### src/rtl/soc2_uart_pkg.sv
// rtl/soc2_uart_pkg.sv - shared state encoding and oversampling constants for the UART receiver
package soc2_uart_pkg;

    typedef enum logic [1:0] {
        ST_IDLE  = 2'b00,
        ST_START = 2'b01,
        ST_DATA  = 2'b10,
        ST_STOP  = 2'b11
    } rx_state_t;

    localparam int OS_RATE      = 16;
    localparam int OS_MID_START = 7;
    localparam int OS_MID_BIT   = 15;
    localparam int DATA_BITS    = 8;

endpackage

### src/rtl/soc2_sync_fifo.sv
// rtl/soc2_sync_fifo.sv - circular-buffer FIFO with extra-bit pointers and combinational head
module soc2_sync_fifo #(
    parameter int WIDTH = 8,
    parameter int DEPTH = 4
) (
    input  logic                   clk,
    input  logic                   resetn,
    input  logic                   push,
    input  logic                   pop,
    input  logic [WIDTH-1:0]       din,
    output logic [WIDTH-1:0]       dout,
    output logic [$clog2(DEPTH):0] count,
    output logic                   full,
    output logic                   empty
);
    localparam int AW = $clog2(DEPTH);
    localparam logic [AW:0] DEPTH_CNT = (AW+1)'(DEPTH);

    logic [WIDTH-1:0] mem [DEPTH];
    logic [AW:0]      wr_ptr;
    logic [AW:0]      rd_ptr;
    logic             do_pop;
    logic             do_push;

    assign count   = wr_ptr - rd_ptr;
    assign empty   = (count == '0);
    assign full    = (count == DEPTH_CNT);
    assign do_pop  = pop && !empty;
    // A pop frees the slot in the same cycle, so a full FIFO still accepts a push alongside it.
    assign do_push = push && (!full || do_pop);
    assign dout    = mem[rd_ptr[AW-1:0]];

    always_ff @(posedge clk or negedge resetn) begin
        if (!resetn) begin
            wr_ptr <= '0;
            rd_ptr <= '0;
            for (int i = 0; i < DEPTH; i++) begin
                mem[i] <= '0;
            end
        end else begin
            if (do_push) begin
                mem[wr_ptr[AW-1:0]] <= din;
                wr_ptr              <= wr_ptr + (AW+1)'(1);
            end
            if (do_pop) begin
                rd_ptr <= rd_ptr + (AW+1)'(1);
            end
        end
    end

endmodule

### src/rtl/soc2_uart_rx_core.sv
// rtl/soc2_uart_rx_core.sv - oversampling 8N1 UART receiver with byte FIFO and error reporting
module soc2_uart_rx_core
    import soc2_uart_pkg::*;
#(
    parameter int CLK_DIV = 14,
    parameter int DEPTH   = 4,
    parameter int CNT_W   = 3
) (
    input  logic             clk,
    input  logic             resetn,
    input  logic             uart_rx,
    output logic [7:0]       rx_data,
    output logic             rx_valid,
    input  logic             rx_ready,
    output logic [CNT_W-1:0] rx_count,
    output logic             frame_err,
    output logic             overrun,
    input  logic             err_clr
);
    localparam int DIV_W = (CLK_DIV > 1) ? $clog2(CLK_DIV) : 1;
    localparam logic [DIV_W-1:0] DIV_LAST  = DIV_W'(CLK_DIV - 1);
    localparam logic [3:0]       MID_START = 4'(OS_MID_START);
    localparam logic [3:0]       MID_BIT   = 4'(OS_MID_BIT);
    localparam logic [2:0]       LAST_BIT  = 3'(DATA_BITS - 1);

    logic             rx_s1;
    logic             rxs;
    logic [DIV_W-1:0] div_cnt;
    logic             tick;
    logic [3:0]       os;
    logic [2:0]       bit_idx;
    logic [7:0]       shreg;
    rx_state_t        state;
    logic             push_q;
    logic             fifo_full;
    logic             fifo_empty;

    assign tick = (div_cnt == DIV_LAST);

    always_ff @(posedge clk or negedge resetn) begin
        if (!resetn) begin
            rx_s1     <= 1'b1;
            rxs       <= 1'b1;
            div_cnt   <= '0;
            os        <= '0;
            bit_idx   <= '0;
            shreg     <= '0;
            state     <= ST_IDLE;
            push_q    <= 1'b0;
            frame_err <= 1'b0;
        end else begin
            rx_s1     <= uart_rx;
            rxs       <= rx_s1;
            push_q    <= 1'b0;
            frame_err <= 1'b0;
            div_cnt   <= tick ? '0 : div_cnt + 1'b1;
            if (tick) begin
                os <= os + 1'b1;
            end
            case (state)
                ST_IDLE: begin
                    // Restart the divider so every later sample lands at a fixed offset from the edge.
                    if (!rxs) begin
                        state   <= ST_START;
                        os      <= '0;
                        div_cnt <= '0;
                    end
                end
                ST_START: begin
                    if (tick && os == MID_START) begin
                        if (!rxs) begin
                            state   <= ST_DATA;
                            os      <= '0;
                            bit_idx <= '0;
                        end else begin
                            state <= ST_IDLE;
                        end
                    end
                end
                ST_DATA: begin
                    if (tick && os == MID_BIT) begin
                        shreg[bit_idx] <= rxs;
                        bit_idx        <= bit_idx + 1'b1;
                        if (bit_idx == LAST_BIT) begin
                            state <= ST_STOP;
                        end
                    end
                end
                ST_STOP: begin
                    // Leave at mid stop bit so a back-to-back start edge is not missed.
                    if (tick && os == MID_BIT) begin
                        if (rxs) begin
                            push_q <= 1'b1;
                        end else begin
                            frame_err <= 1'b1;
                        end
                        state <= ST_IDLE;
                    end
                end
            endcase
        end
    end

    always_ff @(posedge clk or negedge resetn) begin
        if (!resetn) begin
            overrun <= 1'b0;
        end else if (push_q && fifo_full && !rx_ready) begin
            overrun <= 1'b1;
        end else if (err_clr) begin
            overrun <= 1'b0;
        end
    end

    soc2_sync_fifo #(
        .WIDTH (8),
        .DEPTH (DEPTH)
    ) u_fifo (
        .clk    (clk),
        .resetn (resetn),
        .push   (push_q),
        .pop    (rx_ready),
        .din    (shreg),
        .dout   (rx_data),
        .count  (rx_count),
        .full   (fifo_full),
        .empty  (fifo_empty)
    );

    assign rx_valid = !fifo_empty;

endmodule

### config.mk
export PLATFORM = sky130hd
export DESIGN_NAME = soc2_uart_rx_core
export DESIGN_NICKNAME = d
export VERILOG_FILES = /design/src/rtl/soc2_uart_pkg.sv /design/src/rtl/soc2_sync_fifo.sv /design/src/rtl/soc2_uart_rx_core.sv
export SDC_FILE = /design/constraint.sdc
export NUM_CORES = 1
export LEC_CHECK = 0
export ABC_AREA = 1
export BUFFER_PORTS_ARGS = -buffer_cell sky130_fd_sc_hd__buf_2
export CAP_MARGIN = 25
export CORE_UTILIZATION = 41
export DETAILED_ROUTE_END_ITERATION = 16
export GPL_TIMING_DRIVEN = 0
export PLACE_DENSITY = 0.58
export RECOVER_POWER = 50
export SYNTH_ARGS = -nofsm -noshare
export SYNTH_HDL_FRONTEND = slang
export SYNTH_SLANG_ARGS = --single-unit
export TNS_END_PERCENT = 20
### constraint.sdc
create_clock -name clk -period 4.7 [get_ports clk]
set_input_delay 0.235 -clock clk [delete_from_list [all_inputs] [get_ports clk]]
set_output_delay 0.235 -clock clk [all_outputs]
set_load 0.005 [all_outputs]
==> results.ini <==
[cts]
numCtsBuffers = 9
htreeDepth = 3
cts_buffer_depth = 2
cts_tree = built
cts_hold_buf = 1
path_clk_slew_ns = 0.08
cts-root-buf = clkbuf_8
cts_resized = 0
clock_latency_ns = 0.35
cts_setup_buffers = 0
numClockSinks = 64

[grt]
grt_pass1_wl_um = 12900
gr-usage-all-layers_pct = 19.9
grt_pass1_vias = 2692
overflow = 0
antenna_found_initial = 0
grt_max_degree = 65

[timing]
hold_viol = 34
fin_crit_sh_pct = 52.4
finalClockSkew_ns = 0.0168
rsz0062_at_grt = false
finalWorstSetupSlack_ns = 2.24
fmaxAchievable_mhz = 406
finalSetupViolCount = 0
relSlewSlack_pct = 45.9
slew_viol_final = 0
tns_ns = 0
whs_ns = -0.0220
min_period_ns = 2.46
tightest_slew_ns = 0.812

[place]
globalplace.congestion = 0.790
place_hpwl_um = 5080
dp_slack_ns = 2.32
portBuffers = 18
placedCellCount = 509

[synthesis]
netlist.top_cell.by_area = dfrtp_1
synth_cell_type_count = 34
ys_ff_latch = 64
ys_seq_area_share_pct = 48.0
synth.area.top_cells = dfrtp_1 (46%), nand2_1 (13%), nand4_1 (6.9%)
syn_nets = 405
mappedNetlistArea_um2 = 3340
yosysWarnings = 0
synthCells = 389
synth_top_area_share_pct = 46.4
postSynthAreaPerCell_um2 = 8.59

[finish]
fill_cells = 773
drive_gt1_share_pct = 15.8
final_cells = 526
seq_area_um2 = 1600
diodes = 0
syn_to_final_growth_pct = 13.2
most-common-layout-cells = nand2_1 (114), dfrtp_1 (62), nand4_1 (37)
final_nets = 435
multi_input_area_um2 = 1510
final_common_cell = nand2_1

[drt]
wirelength_um = 7500
drc = 0
dr.first_iter.drc_count = 131
wl_per_cell_um = 14.3
vias = 2695
drt-pass1-iter-count = 4
via_per_inst = 5.12
postRouteAntennaNets = 0

[die]
initial_core_util_pct = 42.8
die_h_um = 92.3
io_pins = 19
rows = 32
core_area_um2 = 7810
die_area_um2 = 8510
die_x_um = 92.3

[critical_path]
crit_path_end_kind = output pin
cp.arrival_ns = 2.23
crit_fanout = 10
start_kind = flop
worstSetupPathType = reg -> out
cp.required_ns = 4.47

[power_and_ir_drop]
peakVddDrop_v = 0.000160
p_leak_nw = 1.93
total_power_mw = 1.52
power_density_nw_per_um2 = 401

[run]
maxCapViolations = 0

[outcome]
status = finished, violations left
violations = hold timing

[hold_path]
hp-class = in -> async

## logic make-up (layout without fill, tap and decap cells)
logic type	Yosys count	in the layout	share of synthesized area, %
compound gates	46	46	7.57
fa+ha+maj	11	11	4.34
mux	1	1	0.300
simple gates	217	217	31.2
flops	64	64	48.0
xor+xnor	8	8	2.10
buf+inv	42	77	6.48
## registers in the layout, indices dropped and copies added, names as in the netlist, named ones only
| register | cells |
|---|---|
| u_fifo.mem | 32 |
| shreg | 8 |
| div_cnt | 4 |
| os | 4 |
| bit_idx | 3 |
| u_fifo.rd_ptr | 3 |
| u_fifo.wr_ptr | 3 |
| frame_err | 1 |
| overrun | 1 |
| push_q | 1 |
| rx_s1 | 1 |
| rxs | 1 |
| state | 1 |
## stage by stage
stage	hold WS, ns	instance area, um^2	util [%]
after global routing	0.0543	3780	48.4
final	-0.0220	3780	48.4
after CTS	0.0125	3790	48.6
after global placement	0.343	3560	45.6
after detailed placement	0.342	3560	45.6
after floorplan	-0.0606	3340	-
## where the power goes
part           switching, mW  total [mW]  internal [mW]
clock network          0.228       0.527          0.299
registers             0.0106       0.575          0.564
logic                  0.254       0.416          0.162
## critical path: stages, from the launching register on
cell and delay (ns):
dfrtp_1 0.41, clkbuf_1 0.39, inv_1 0.28, ha_1 0.35, nand2_1 0.05, nand3b_1 0.23
buf_2 0.17
## cell usage after synthesis
library cell / count
a21oi_1: 4
a21oi_2: 1
buf_2: 11
buf_4: 3
buf_6: 3
buf_8: 1
clkbuf_1: 2
clkinv_1: 1
dfrtp_1: 62
dfstp_2: 2
fa_1: 1
ha_1: 10
inv_1: 18
inv_2: 3
mux2i_1: 1
nand2_1: 113
nand2_2: 3
nand2_4: 1
nand3_1: 17
nand3_2: 1
nand3_4: 3
nand3b_1: 2
nand4_1: 37
nor2_1: 34
nor2_4: 3
nor2_8: 1
nor3_1: 1
nor3b_1: 1
o21ai_0: 23
o21ai_1: 6
o22ai_1: 9
o31ai_1: 3
xnor2_1: 4
xor2_1: 4
## per-layer routing
metal / GRT usage, % / part of all wire [%]
met1: 24.7 / 46
met3: 4.98 / 3.8
met2: 33.6 / 49
met5: 0 / 0
met4: 6.77 / 1.1
## area by class of cell
cell class / count / area share [%]
Clock inverter: 7 / 2.55
Clock buffer: 9 / 3.27
Inverter: 22 / 2.18
Multi-Input combinational cell: 283 / 40.0
Sequential cell: 64 / 42.4
Buffer: 20 / 3.54
Tap cell: 102 / 3.37
Timing Repair Buffer: 19 / 2.68
## worst paths after layout
| kind | start | to | slack, ns | cells after the start |
|---|---|---|---|---|
| setup / recovery | u_fifo.rd_ptr[1] | rx_valid | 2.24 | 6 |
| hold / removal | resetn | u_fifo.mem[7] | -0.02 | 1 |
| setup reg to reg | u_fifo.rd_ptr[1] | u_fifo.mem[4] | 2.35 | 9 |
| hold reg to reg | rx_s1 | rxs | 0.37 | 0 |
| max in group asynchronous | resetn | u_fifo.mem[30] | 4.18 | 1 |
| min in group clk | err_clr | overrun | 0.09 | 2 |
Note: power is estimated with default switching activity, not from simulation.
